--- src/rtl/rv32i_decoder.sv ---
// Registered RV32I decode stage: slices the instruction fields, builds the
// sign-extended immediate and flags opcodes outside the base set, one cycle late.
module rv32i_decoder #(
    parameter int unsigned XLEN = 32
) (
    input  logic            clk,
    input  logic            rst_n,
    input  logic            in_valid,
    input  logic [31:0]     inst,
    output logic            out_valid,
    output logic [6:0]      opcode,
    output logic [4:0]      rd,
    output logic [2:0]      funct3,
    output logic [4:0]      rs1,
    output logic [4:0]      rs2,
    output logic [6:0]      funct7,
    output logic [XLEN-1:0] imm,
    output logic            illegal
);

    localparam logic [6:0] OpLoad   = 7'b0000011;
    localparam logic [6:0] OpMiscMem = 7'b0001111;
    localparam logic [6:0] OpImm    = 7'b0010011;
    localparam logic [6:0] OpAuipc  = 7'b0010111;
    localparam logic [6:0] OpStore  = 7'b0100011;
    localparam logic [6:0] OpOp     = 7'b0110011;
    localparam logic [6:0] OpLui    = 7'b0110111;
    localparam logic [6:0] OpBranch = 7'b1100011;
    localparam logic [6:0] OpJalr   = 7'b1100111;
    localparam logic [6:0] OpJal    = 7'b1101111;
    localparam logic [6:0] OpSystem = 7'b1110011;

    typedef enum logic [2:0] {
        FmtR,
        FmtI,
        FmtS,
        FmtB,
        FmtU,
        FmtJ,
        FmtNone
    } fmt_e;

    fmt_e            fmt;
    logic [XLEN-1:0] imm_d, imm_q;
    logic            illegal_d, illegal_q;
    logic            out_valid_q;
    logic [6:0]      opcode_q, funct7_q;
    logic [4:0]      rd_q, rs1_q, rs2_q;
    logic [2:0]      funct3_q;

    always_comb begin
        fmt = FmtNone;
        case (inst[6:0])
            OpLoad, OpImm, OpJalr, OpMiscMem, OpSystem: fmt = FmtI;
            OpStore:                                    fmt = FmtS;
            OpBranch:                                   fmt = FmtB;
            OpLui, OpAuipc:                             fmt = FmtU;
            OpJal:                                      fmt = FmtJ;
            OpOp:                                       fmt = FmtR;
            default:                                    fmt = FmtNone;
        endcase
    end

    // inst[31] is the sign bit for every format that sign-extends.
    always_comb begin
        imm_d = '0;
        unique case (fmt)
            FmtI: imm_d = {{(XLEN-12){inst[31]}}, inst[31:20]};
            FmtS: imm_d = {{(XLEN-12){inst[31]}}, inst[31:25], inst[11:7]};
            FmtB: imm_d = {{(XLEN-13){inst[31]}}, inst[31], inst[7], inst[30:25],
                           inst[11:8], 1'b0};
            FmtU: imm_d = {{(XLEN-32){inst[31]}}, inst[31:12], 12'b0};
            FmtJ: imm_d = {{(XLEN-21){inst[31]}}, inst[31], inst[19:12], inst[20],
                           inst[30:21], 1'b0};
            FmtR, FmtNone: imm_d = '0;
            default: imm_d = '0;
        endcase
    end

    assign illegal_d = in_valid && (fmt == FmtNone);

    always_ff @(posedge clk or negedge rst_n) begin
        if (!rst_n) begin
            out_valid_q <= 1'b0;
            opcode_q    <= '0;
            rd_q        <= '0;
            funct3_q    <= '0;
            rs1_q       <= '0;
            rs2_q       <= '0;
            funct7_q    <= '0;
            imm_q       <= '0;
            illegal_q   <= 1'b0;
        end else begin
            // Fields are captured even when in_valid is low; only the flags are qualified.
            out_valid_q <= in_valid;
            opcode_q    <= inst[6:0];
            rd_q        <= inst[11:7];
            funct3_q    <= inst[14:12];
            rs1_q       <= inst[19:15];
            rs2_q       <= inst[24:20];
            funct7_q    <= inst[31:25];
            imm_q       <= imm_d;
            illegal_q   <= illegal_d;
        end
    end

    assign out_valid = out_valid_q;
    assign opcode    = opcode_q;
    assign rd        = rd_q;
    assign funct3    = funct3_q;
    assign rs1       = rs1_q;
    assign rs2       = rs2_q;
    assign funct7    = funct7_q;
    assign imm       = imm_q;
    assign illegal   = illegal_q;

endmodule

--- config.mk ---
export PLATFORM = sky130hd
export DESIGN_NAME = rv32i_decoder
export DESIGN_NICKNAME = d
export VERILOG_FILES = /design/src/rtl/rv32i_decoder.sv
export SDC_FILE = /design/constraint.sdc
export NUM_CORES = 1
export LEC_CHECK = 0
export CORE_MARGIN = 2
export CORE_UTILIZATION = 37
export DETAILED_ROUTE_END_ITERATION = 10
export GPL_TIMING_DRIVEN = 0
export PLACE_DENSITY = 0.82
export REMOVE_ABC_BUFFERS = 1
export SYNTH_ARGS = -nofsm -noshare
export SYNTH_HDL_FRONTEND = slang
export SYNTH_SLANG_ARGS = --single-unit
--- constraint.sdc ---
create_clock -name clk -period 0.8 [get_ports clk]
set_input_delay 0.12 -clock clk [delete_from_list [all_inputs] [get_ports clk]]
set_output_delay 0.12 -clock clk [all_outputs]
set_load 0.05 [all_outputs]
Word level (Yosys, flattened, before mapping)
Cells that the tools add are included.
{"block": "totals", "register_bits": 66, "latch_bits": 0, "ram_bits": 0, "romBits": 0, "output_inout_bits": 66, "word_cells": 31, "memories": 0}
{"block": "classes", "addsub": 0, "multipliers": 0, "div": 0, "magnitude_cmp": 0, "n_eq_ne": 17, "n_shift": 0, "n_mux": 2, "bitwise": 0, "n_reduce_logical": 3}
{"cell": "$pmux 32 s5", "n": 1}
{"cell": "$eq 7x7->1 const B", "n": 4}
{"cell": "$eq 7x6->1 const B", "n": 3}
{"cell": "$pmux 3 s6", "n": 1}
{"cell": "$eq 7x5->1 const B", "n": 2}
{"cell": "$eq 3x3->1 const B", "n": 3}
{"cell": "$eq 7x2->1 const B", "n": 1}
{"cell": "$eq 7x4->1 const B", "n": 1}
{"cell": "$eq 3x2->1 const B", "n": 2}
{"cell": "$reduce_or 5->1", "n": 1}
{"cell": "$eq 3x1->1 const B", "n": 1}
{"cell": "$reduce_or 2->1", "n": 1}
{"cell": "$logic_and 1x1->1", "n": 1}

Logic depth before layout (Yosys ltp)
{"block": "depth", "depth_word": 5, "ltp_mapped": 7, "mapped_depth_nobuf": 4}

Worst setup path after synthesis
Ideal clock, no wire load.
{"block": "synth_timing", "path_type": "input to register", "from": "in inst[5]", "to": "reg imm_q[11] (netlist: imm[11])", "setup_time_ns": 0.080, "arrival_ns": 1.371, "setup_slack_ns": -0.652, "path_stages": 5, "path_buffers": 1, "path_cell_list": "or3b_1 a211o_1 a2111o_1 buf_6 o211ai_2"}
{"block": "synth_between", "elab_chain_len": 5, "elab_cells_between_ends": 20, "classes_between": "eq/ne: 16; mux: 2; reduce/logical: 2"}
{"element": "start, declared", "line": "9", "rtl": "input logic [31:0] inst,"}
{"element": "$eq 7x2->1, or another cell as far along", "line": "53", "rtl": "case (inst[6:0])"}
{"element": "$reduce_or 5->1 or $reduce_or 2->1 (tied branches)", "line": "53"}
{"element": "$pmux 3 s6 (*)", "line": "53"}
{"element": "$eq 3x3->1, or another cell as far along", "line": "67", "rtl": "unique case (fmt)"}
{"element": "$pmux 32 s5 (*)", "line": "67"}
{"element": "via imm_d[11]", "line": "44", "rtl": "logic [XLEN-1:0] imm_d, imm_q;"}
{"element": "end signal, assigned", "line": "102", "rtl": "imm_q <= imm_d;"}
{"element": "end, declared", "line": "44"}
The timed path passes the listed nets; every way through them passes the cells marked *.

Worst setup path after layout
{"block": "layout_timing", "from": "in inst[6]", "to": "reg imm_q[11] (netlist: imm[11])"}
The elaborated chain is that of the path after synthesis.

==> impl_metrics.py <==
metrics = {
    "floorplan": {
        "num_io_pins": 101,
        "row_count": 28,
        "core-area_um2": 5990,
        "die_w_um": 83.2,
        "dieArea_um2": 6930,
        "fp.dieH_um": 83.2,
        "initial_utilization": 0.388,
    },
    "power": {
        "switching_share": 0.269,
        "sequentialPowerShare": 0.425,
        "ir_worst_vdd_mv": 1.27,
        "leakage_nw": 1.99,
        "comb_power_share": 0.194,
        "p_int_mw": 6.08,
        "p_switching_mw": 2.24,
        "p_clk_frac": 0.382,
        "cellPowerDensity_nw_per_um2": 1960,
    },
    "finish": {
        "final_area_um2": 4250,
        "finalCoreUtilization": 0.710,
        "fillers": 399,
        "nets": 341,
        "syn_to_final_growth_pct": 83.1,
        "diodes": 0,
        "drive_gt1_frac": 0.476,
    },
    "logic_synthesis": {
        "synth_edf_count": 0,
        "synth_area_leaders": "dfrtp_1 71%, o31ai_1 4.2%, nand2_1 3.9%, a21oi_1 2.8%, nor4_1 1.9%",
        "ys_warn_count": 0,
        "yosysUniqueCellTypes": 31,
        "synth_area_um2": 2320,
        "synth_common_cells": "66 x dfrtp_1, 24 x nand2_1, 13 x a21oi_1, 13 x o31ai_1, 10 x inv_1",
        "yosysMostFrequentCell": "dfrtp_1",
        "postSynthCellCount": 180,
        "syn_avg_cell_area_um2": 12.9,
        "yosysTopAreaCell": "dfrtp_1",
        "async_flop_share": 1.00,
        "synth_top_area_share": 0.711,
        "synth-seq-cells": 66,
        "seq_area_frac_synth": 0.711,
        "synth_ff_type": "dfrtp_1",
    },
    "setup_path": {
        "critPathKind": "input port to flop",
        "critPathMaxFanout": 5,
        "endpoint_kind": "flop",
        "crit_path_top_delay_cell": "a2111o_1",
        "crit_required_ps": 1060,
        "worstPathCellList": "buf_12 > or3b_1 > a211o_1 > a2111o_1 > o211ai_2",
        "cp_slowest_stage_delay_ps": 480,
        "cp.arrival_ps": 1480,
        "startpoint_type": "input port",
    },
    "sta": {
        "finalSetupViolCount": 99,
        "fin_ws_ps": -416,
        "relSlewSlack": 0.500,
        "rsz0062_at_grt": "true",
        "period_needed_ps": 1220,
        "max_freq_ghz": 0.823,
        "worst-slew-pin-transition_ps": 750,
        "min_period_over_period": 1.52,
        "slew_viol_final": 0,
        "fin_hold_ws_ps": -157,
        "hold_viol_final": 32,
    },
    "global_routing": {
        "grt.total_usage": 0.184,
        "grt_pass1_wl_mm": 9.83,
        "use_met1": 0.209,
        "grt_busiest_layer": "met2",
        "grtUsageMet3": 0.0557,
        "antenna_found_initial": 0,
        "gr-total-overflow": 0,
        "grt_max_degree": 36,
        "gr-usage-met2": 0.317,
        "first_global_vias": 1944,
    },
    "detailed_routing": {
        "routed_wl_mm": 6.94,
        "vias_per_cell": 5.20,
        "vias": 1998,
        "first_pass_iters": 4,
        "drtIter0Drc": 81,
        "wire_per_inst_um": 18.1,
        "drc": 0,
        "drtAntennaViolNets": 0,
    },
    "clocking": {
        "clock_path_buffers": 2,
        "path_clk_slew_ps": 70,
        "numCtsBuffers": 9,
        "htreeDepth": 3,
        "cts_tree": "done",
        "clock_sinks": 66,
        "root_buffer": "clkbuf_8",
    },
    "worst_hold_path": {
        "min_path_type": "input port to asynchronous set/reset pin",
    },
    "place": {
        "port_buffers": 100,
        "hpwl_mm": 3.97,
        "place_congestion": 0.755,
        "dpl_cell_area_um2": 3370,
    },
    "status": {
        "status": "finished with violations",
        "violations": "negative hold slack, negative setup slack",
    },
    "job": {
        "cap_violations": 0,
    },
}
-- final timing paths --
check                         from         to  slack [ps]  cells after the start
max                        inst[6]    imm[11]        -420                      5
min                          rst_n  opcode[2]        -160                      1
max in group asynchronous    rst_n      rd[1]         320                      2
min in group clk           inst[4]  opcode[4]         -30                      1
-- flip-flops by register name, summed over array words and instances (netlist names) --
name / cells
rs1: 5
out_valid: 1
illegal: 1
imm: 32
funct7: 7
rs2: 5
rd: 5
funct3: 3
opcode: 7
-- logic make-up (layout without fill, tap and decap cells) --
group           after synthesis  in the layout  share of synthesized area
simple gates                 47             47                      0.107
xor+xnor                      1              1                    0.00377
mux                           1              1                    0.00431
buf+inv                      23            149                     0.0442
compound gates               42             45                      0.129
flops                        66             66                      0.711
-- layer usage --
layer / share of wire / vias to the layer above / wire length, um
li1: - / 895 / -
met1: 0.39 / 1008 / 2690
met2: 0.53 / 83 / 3700
met3: 0.069 / 12 / 480
met4: 0.010 / 0 / 72
met5: 0 / - / 0
-- power groups by stage --
stage          combinational [mW]  clock, mW  sequential (mW)
2_1_floorplan               0.152          0             4.05
5_1_grt                      1.68       3.39             3.54
3_5_place_dp                 1.26          0             3.57
6_report                     1.61       3.17             3.53
3_3_place_gp                 1.24          0             3.56
4_1_cts                      1.38       3.22             3.53
-- cell usage in the layout, fill, tap and decap left out, drive strengths merged, types with 2 or more instances in the layout --
cell type | synthesis | layout
buf | 8 | 93
dfrtp | 66 | 66
clkdlybuf4s50 | 0 | 25
nand2 | 24 | 24
clkbuf | 5 | 14
a21oi | 13 | 14
o31ai | 13 | 13
inv | 10 | 10
nor4 | 8 | 8
a22o | 4 | 4
dlygate4sd3 | 0 | 4
o21ai | 4 | 4
nor2 | 3 | 3
or3b | 3 | 3
nor3 | 3 | 3
a2111o | 1 | 2
nand3b | 2 | 2
o211a | 1 | 2
bufinv | 0 | 2
-- worst max-delay path, delay by kind of cell --
kind / cells / cell delay (ps)
AO/OA/AOI/OAI: 3 / 880
buffers and inverters: 1 / 100
AND/OR/NAND/NOR: 1 / 370
-- area by class of cell --
type,count,area (um2),share of cell area
clock buffers,12,165,0.0388
clock inverters,2,60.1,0.0141
inverters,10,37.5,0.00883
multi-input cells,94,866,0.204
flip-flops and latches,66,1650,0.388
well taps,75,93.8,0.0221
repair buffers,125,1380,0.324
-- through the flow --
| step | TNS (ps) | setup WS [ps] | instances | total power [mW] |
|---|---|---|---|---|
| after floorplan | -18920 | -674 | 167 | 4.20 |
| after global placement | -239870 | -2410 | 342 | 4.80 |
| after detailed placement | -86390 | -1860 | 343 | 4.83 |
| after CTS | -23840 | -405 | 370 | 8.13 |
| after global routing | -22330 | -435 | 384 | 8.62 |
| final | -19400 | -416 | 384 | 8.32 |
-- what timing repair did --
item                       CTS  global route
gates cloned                 1             3
hold buffers                 2             2
setup endpoints to repair   99            99
resized for setup          518            55
hold endpoints to repair    35            34
setup buffers               10             9
pin swaps                    8            10
Note: power is estimated with default switching activity, not from simulation.
